**src/rtl/complex_type.sv**
```systemverilog
// Shared complex sample type and FFT frame constants for the FFT streaming datapath.
package complex_type;

    localparam int COMPLEX_W = 32;
    localparam int N_FFT     = 8;
    localparam int FRAC_BITS = 16;

    // Signed Q16.16 real/imaginary pair.
    typedef struct packed {
        logic signed [COMPLEX_W-1:0] r;
        logic signed [COMPLEX_W-1:0] i;
    } Complex;

    typedef enum logic [1:0] {
        LOAD,
        FIRE,
        WAIT
    } in_state_t;

endpackage

```
**src/rtl/frame_drain.sv**
```systemverilog
// Holds one captured FFT result and replays it bin by bin as a valid/ready stream.
module frame_drain
    import complex_type::*;
#(
    parameter int N = N_FFT
) (
    input  logic   clk,
    input  logic   rst_n,
    input  logic   capture,
    input  Complex cap_data [0:N-1],
    input  logic   m_ready,
    output logic   out_busy,
    output logic   m_valid,
    output Complex m_data,
    output logic   m_last
);

    localparam int IW = $clog2(N);

    Complex          obuf [0:N-1];
    logic [IW-1:0]   rd_idx;
    logic            last_bin;

    assign last_bin = (rd_idx == IW'(N - 1));

    // NOTE: the result buffer is reset so m_data reads zero out of reset;
    // drop the clear only if downstream never looks at m_data while m_valid is low.
    always_ff @(posedge clk or negedge rst_n) begin
        if (!rst_n) begin
            out_busy <= 1'b0;
            rd_idx   <= '0;
            for (int k = 0; k < N; k++) obuf[k] <= '0;
        end else if (capture) begin
            obuf     <= cap_data;
            out_busy <= 1'b1;
            rd_idx   <= '0;
        end else if (out_busy && m_ready) begin
            if (last_bin) begin
                out_busy <= 1'b0;
                rd_idx   <= '0;
            end else begin
                rd_idx <= rd_idx + 1'b1;
            end
        end
    end

    assign m_valid = out_busy;
    assign m_data  = obuf[rd_idx];
    assign m_last  = out_busy && last_bin;

endmodule

```
**src/rtl/fft_frame_adapter.sv**
```systemverilog
// Streaming front/back end for the parallel FFT core: assembles input frames,
// fires the FFT start pulse, captures the result and drains it downstream.
module fft_frame_adapter
    import complex_type::*;
#(
    parameter int N = N_FFT,
    parameter int W = COMPLEX_W
) (
    input  logic   clk,
    input  logic   rst_n,
    input  logic   s_valid,
    output logic   s_ready,
    input  Complex s_data,
    output logic   fft_valid,
    output Complex fft_data_in [0:N-1],
    input  logic   fft_ready,
    input  Complex fft_data_out [0:N-1],
    output logic   m_valid,
    input  logic   m_ready,
    output Complex m_data,
    output logic   m_last
);

    localparam int IW = $clog2(N);

    in_state_t     state_q, state_d;
    logic [IW-1:0] wr_idx;
    Complex        ibuf [0:N-1];
    logic          out_busy;
    logic          accept;
    logic          last_in;
    logic          capture;

    assign accept  = s_valid && s_ready;
    assign last_in = (wr_idx == IW'(N - 1));
    // Registered out_busy keeps m_ready off the capture path.
    assign capture = (state_q == WAIT) && fft_ready && !out_busy;

    always_ff @(posedge clk or negedge rst_n) begin
        if (!rst_n) state_q <= LOAD;
        else        state_q <= state_d;
    end

    // NOTE: every always_comb output gets a default first so no path leaves it
    // unassigned; a missing default here would infer a latch.
    always_comb begin
        state_d = state_q;
        unique case (state_q)
            LOAD:    if (accept && last_in) state_d = FIRE;
            FIRE:    state_d = WAIT;
            WAIT:    if (capture) state_d = LOAD;
            default: state_d = LOAD;
        endcase
    end

    always_comb begin
        s_ready   = 1'b0;
        fft_valid = 1'b0;
        unique case (state_q)
            LOAD:    s_ready = 1'b1;
            FIRE:    fft_valid = 1'b1;
            default: ;
        endcase
    end

    always_ff @(posedge clk or negedge rst_n) begin
        if (!rst_n) begin
            wr_idx <= '0;
            for (int k = 0; k < N; k++) ibuf[k] <= '{r: W'(0), i: W'(0)};
        end else if (accept) begin
            ibuf[wr_idx] <= s_data;
            wr_idx       <= last_in ? '0 : wr_idx + 1'b1;
        end
    end

    assign fft_data_in = ibuf;

    frame_drain #(.N(N)) u_drain (
        .clk      (clk),
        .rst_n    (rst_n),
        .capture  (capture),
        .cap_data (fft_data_out),
        .m_ready  (m_ready),
        .out_busy (out_busy),
        .m_valid  (m_valid),
        .m_data   (m_data),
        .m_last   (m_last)
    );

endmodule

```
**config.mk**
```make
export PLATFORM = sky130hd
export DESIGN_NAME = fft_frame_adapter
export DESIGN_NICKNAME = d
export VERILOG_FILES = /design/src/rtl/complex_type.sv /design/src/rtl/frame_drain.sv /design/src/rtl/fft_frame_adapter.sv
export SDC_FILE = /design/constraint.sdc
export NUM_CORES = 2
export LEC_CHECK = 0
export CAP_MARGIN = 20
export CORE_AREA = 2 2 449 451
export DETAILED_ROUTE_END_ITERATION = 12
export DIE_AREA = 0 0 451 453
export SKIP_CTS_REPAIR_TIMING = 1
export SYNTH_ARGS = -nofsm -noshare
export SYNTH_HDL_FRONTEND = slang
export SYNTH_SLANG_ARGS = --single-unit
```
**constraint.sdc**
```tcl
create_clock -name clk -period 5.2 [get_ports clk]
set_clock_uncertainty 0.2 [all_clocks]
set_input_delay 1.04 -clock clk [delete_from_list [all_inputs] [get_ports clk]]
set_output_delay 1.04 -clock clk [all_outputs]
set_load 0.05 [all_outputs]
```
## After elaboration in Yosys (flattened, before gate mapping)

Index checks and enable logic that the tools add are counted.
W data, S select, Z words.

- Flip-flop bits (word level): 1033
- Input bits: 581
- Output and inout bits: 580
- Logic and storage cells: 80

- Add/sub/neg operators: 2
- $lt $le $gt $ge: 3
- Equality and inequality tests: 6
- Muxes and demuxes: 18
- Bitwise gates (word level): 2
- Reductions and logical operators: 13

Operators by type and width:

| cell | count |
|---|---|
| $bwmux W512 | 1 |
| $bmux W64 S3 | 1 |
| $demux W64 S3 | 1 |
| $mux W64 | 3 |
| $mux W3 | 4 |
| $ge A4 B4 Y1 const B | 2 |
| $not A3 Y4 | 2 |
| $logic_and A1 B1 Y1 | 7 |
| $add A3 B1 Y3 const B | 2 |
| $eq A3 B3 Y1 const B | 2 |
| $pmux W2 S3 | 1 |
| $mux W1 | 5 |
| $lt A4 B1 Y1 const B | 1 |
| $mux W2 | 2 |
| $ne A2 B2 Y1 const B | 2 |
| $reduce_and A2 Y1 | 2 |
| $reduce_bool A2 Y1 | 2 |
| $eq A2 B1 Y1 const B | 1 |
| $eq A2 B2 Y1 const B | 1 |
| $logic_not A2 Y1 | 1 |
| $logic_not A1 Y1 | 1 |

## Depth between registers and ports, before layout

- Depth in word-level cells: 6
- Depth in mapped cells: 6
- Depth with buffers taken out: 5

## By module

From an unflattened synthesis, not the netlist that was laid out.

- Cells, all modules: 2434
- Area, all modules: 42334.4 um2

By module, submodules not included:

| module | times used | cells an instance | area an instance (um2) | seq. area each (um2) |
|---|---|---|---|---|
| frame_drain | 1 | 1328 | 22878.2 | 12912.4 |
| fft_frame_adapter | 1 | 1106 | 19456.2 | 12937.4 |

## Worst setup path before layout

Ideal clock, no wire load.

- Kind: flip-flop to output port
- Start point: register u_drain.rd_idx[0]
- End point: output port m_data[18] (netlist name)
- Arrival: 1.822 ns
- Required time: 3.960 ns
- Path slack: 2.138 ns
- Stages on the path, launching flop included: 6
- Path buffers: 3
- Cells stage by stage: dfrtp_1 clkbuf_1 buf_2 buf_2 mux4_2 mux2_2

RTL lines:

| item | RTL line | source |
|---|---|---|
| start: declaration | frame_drain.sv:21 | `logic [IW-1:0] rd_idx;` |
| start signal: assignment | frame_drain.sv:42 | `rd_idx <= rd_idx + 1'b1;` |
| end: declaration | fft_frame_adapter.sv:20 | `output Complex m_data,` |

==> flow_summary.json <==
{
  "grt_pass1_vias": 28600,
  "port_buffers": 1160,
  "crit_family": "buffers and inverters",
  "grt_max_degree": 125,
  "drtIter0Drc": 1192,
  "path_clk_slew_ps": 60,
  "path_depth": 4,
  "path_class": "register to output pin",
  "synth_nets": 3024,
  "leakage_nw": 25.7,
  "synth_top_area_share": 0.609,
  "drt-wirelength-per-cell_um": 22.7,
  "async_reset_ff_frac": 1.00,
  "cp_max_fo": 28,
  "post_drt_via_cell_ratio": 4.10,
  "end_kind": "output pin",
  "synth-edff-count": 0,
  "peakVddDrop_v": 0.000582,
  "fin_tns_setup_ps": 0,
  "yosys-mux-area-fraction": 0.362,
  "synthCells": 2439,
  "period_share": 0.943,
  "start_kind": "register",
  "grt_overflow_total": 0,
  "synthDistinctLibCells": 31,
  "fin_area_um2": 61400,
  "ys_seq_area_frac": 0.609,
  "grt.busiest_layer": "met2",
  "cts_tree": "done",
  "synth_warnings": 0,
  "vias": 26300,
  "slew_headroom": 0.301,
  "clock_path_buffers": 3,
  "placed_area_um2": 57300,
  "synth_area_per_cell_um2": 17.4,
  "die_h_um": 453,
  "use_met2": 0.240,
  "required_ps": 3960,
  "htreeDepth": 3,
  "pin_count": 1161,
  "max_cap_viol_count": 0,
  "rsz0062_at_grt": "no",
  "power_density_nw_per_um2": 771,
  "grtUsageMet1": 0.159,
  "r2r-start": "wr_idx[0]$_DFFE_PN0P_",
  "setup_viol": 0,
  "cts_buffers": 116,
  "synth_simple_gate_area_frac": 0.00619,
  "synth-seq-cells": 1033,
  "wl_um": 145000,
  "finalWeightedCongestion": 0.861,
  "slowest_stage": "dfrtp_4",
  "final_core_util": 0.308,
  "timing.final.crit_period_ps": 4900,
  "status": "finished, final reports clean",
  "ant_nets": 0,
  "synth_fa_ha_area_frac": 0.00118,
  "cp_num_buf_inv": 2,
  "finalMaxSlewViolations": 0,
  "drive_above_1_share": 0.393,
  "post-place-ws_ps": 986,
  "initial_core_util": 0.213,
  "finalNetCount": 4231,
  "area_delta_synth_final_pct": 44.7,
  "num_rows": 164,
  "syn_area_um2": 42500,
  "use_met3": 0.0450,
  "synth_xor_area_frac": 0,
  "synthTopCellsByArea": "dfrtp_1 61%, mux2_2 26%, mux4_2 6.8%, mux2_4 2.1%, mux2_1 0.95%",
  "core_area_um2": 199000,
  "worstMarginPinSlew_ps": 1050,
  "track_usage": 0.138,
  "synth-compound-area-share": 0.000766,
  "clkSinkCount": 1033,
  "root_buffer": "clkbuf_16",
  "dpl.hpwl_um": 106000,
  "reg2reg_depth": 4,
  "drcViolationCount": 0,
  "antenna_found_initial": 15,
  "fin_ws_ps": 298,
  "drtPass1Iterations": 5,
  "critPathLaunch": "u_drain.rd_idx[0]$_DFFE_PN0P_",
  "synthFlopType": "dfrtp_1",
  "max_clock_freq_ghz": 0.204,
  "holdCritPathClass": "primary input to asynchronous set/reset pin",
  "finalHoldViolCount": 0,
  "die_width_um": 451,
  "cp_cell_sequence": "buf_4 > mux4_2 > mux2_2 > clkdlybuf4s50_1",
  "slowest_delay_ps": 830,
  "grt_first_pass_wirelength_um": 207000,
  "synth_top_family_by_area": "multiplexers",
  "clk-insertion-delay-late_ps": 760,
  "arrival_ps": 3660,
  "die_area_um2": 204000,
  "yosysTopAreaCell": "dfrtp_1"
}
-- area by class of cell --
class,count,area (um^2)
antenna,10,25.0
sequential,1033,25900
fill,19800,138000
timing repair buffer,1233,12400
multi-input combinational,1262,15700
clock buffer,167,3480
clock inverter,53,644
tap,2656,3320
-- worst register-to-register path: stages, from the launching register on --
cell and delay [ps]:
dfrtp_1 560, nor4b_4 590, nand2_4 660, buf_4 610
mux2_2 310
-- flip-flops by register name, indices dropped and copies added (netlist names) --
name	count
u_drain.m_valid	1
u_drain.rd_idx	3
wr_idx	3
u_drain.obuf	512
fft_data_in	512
state_q	2
-- synthesized netlist by cell type, drive strengths merged, types with 3 or more instances --
cell type / instances
a21o: 3
buf: 125
clkbuf: 19
dfrtp: 1033
ha: 4
mux2: 1088
mux4: 128
nand2: 12
nand3: 5
nor2: 4
nor2b: 4
-- cells in the final DEF (no fill, tap or decap), drive strengths merged, types with 2 or more instances in the layout --
cell and count:
clkdlybuf4s50 1159, and2 2, mux2 1088, nor2 4, inv 6, nand3 5, ha 4, buf 74
mux4 128, clkbuf 167, a21o 3, dfrtp 1033, clkinvlp 6, diode 10, bufinv 11, nand2 12
clkinv 30, o21ai 2, nor2b 4
-- report_power, final --
group	total, mW	internal [mW]	switching [mW]
logic	23.9	10.1	13.9
registers	14.7	12.1	2.59
clock network	8.74	5.20	3.54
-- cell families (layout without fill, tap and decap cells) --
| kind of cell | after synthesis | in the layout |
|---|---|---|
| mux | 1217 | 1217 |
| flops | 1033 | 1033 |
| fa+ha+maj | 4 | 4 |
| simple gates | 36 | 36 |
| buf+inv | 144 | 1453 |
| compound gates | 5 | 5 |
| other cells | 0 | 10 |
-- final timing paths --
| check | end | slack (ps) |
|---|---|---|
| max in group asynchronous | fft_data_in[31]$_DFFE_PN0P_ | 3370 |
| max | m_data[46] | 300 |
| min reg2reg | u_drain.obuf[11]$_DFFE_PN0N_ | 280 |
| min | fft_data_in[440]$_DFFE_PN0P_ | 120 |
| max reg2reg | fft_data_in[224]$_DFFE_PN0P_ | 2150 |
| min in group clk | u_drain.obuf[11]$_DFFE_PN0N_ | 280 |
-- layer usage --
layer	vias to the layer above	share of wire
met3	173	0.075
met4	2	0.027
li1	11400	-
met5	-	0.000048
met2	842	0.51
met1	13900	0.39
-- stage by stage --
| stage | cells | hold WS, ps | total power, mW |
|---|---|---|---|
| 4_1_cts | 6404 | 58.5 | 47.9 |
| 3_3_place_gp | 6184 | 263 | 38.6 |
| 3_5_place_dp | 6184 | 271 | 38.9 |
| 5_1_grt | 6413 | 81.1 | 49.4 |
| 6_report | 6414 | 116 | 47.4 |
| 2_1_floorplan | 2439 | 253 | 30.0 |
(Power assumes the default switching activity.)
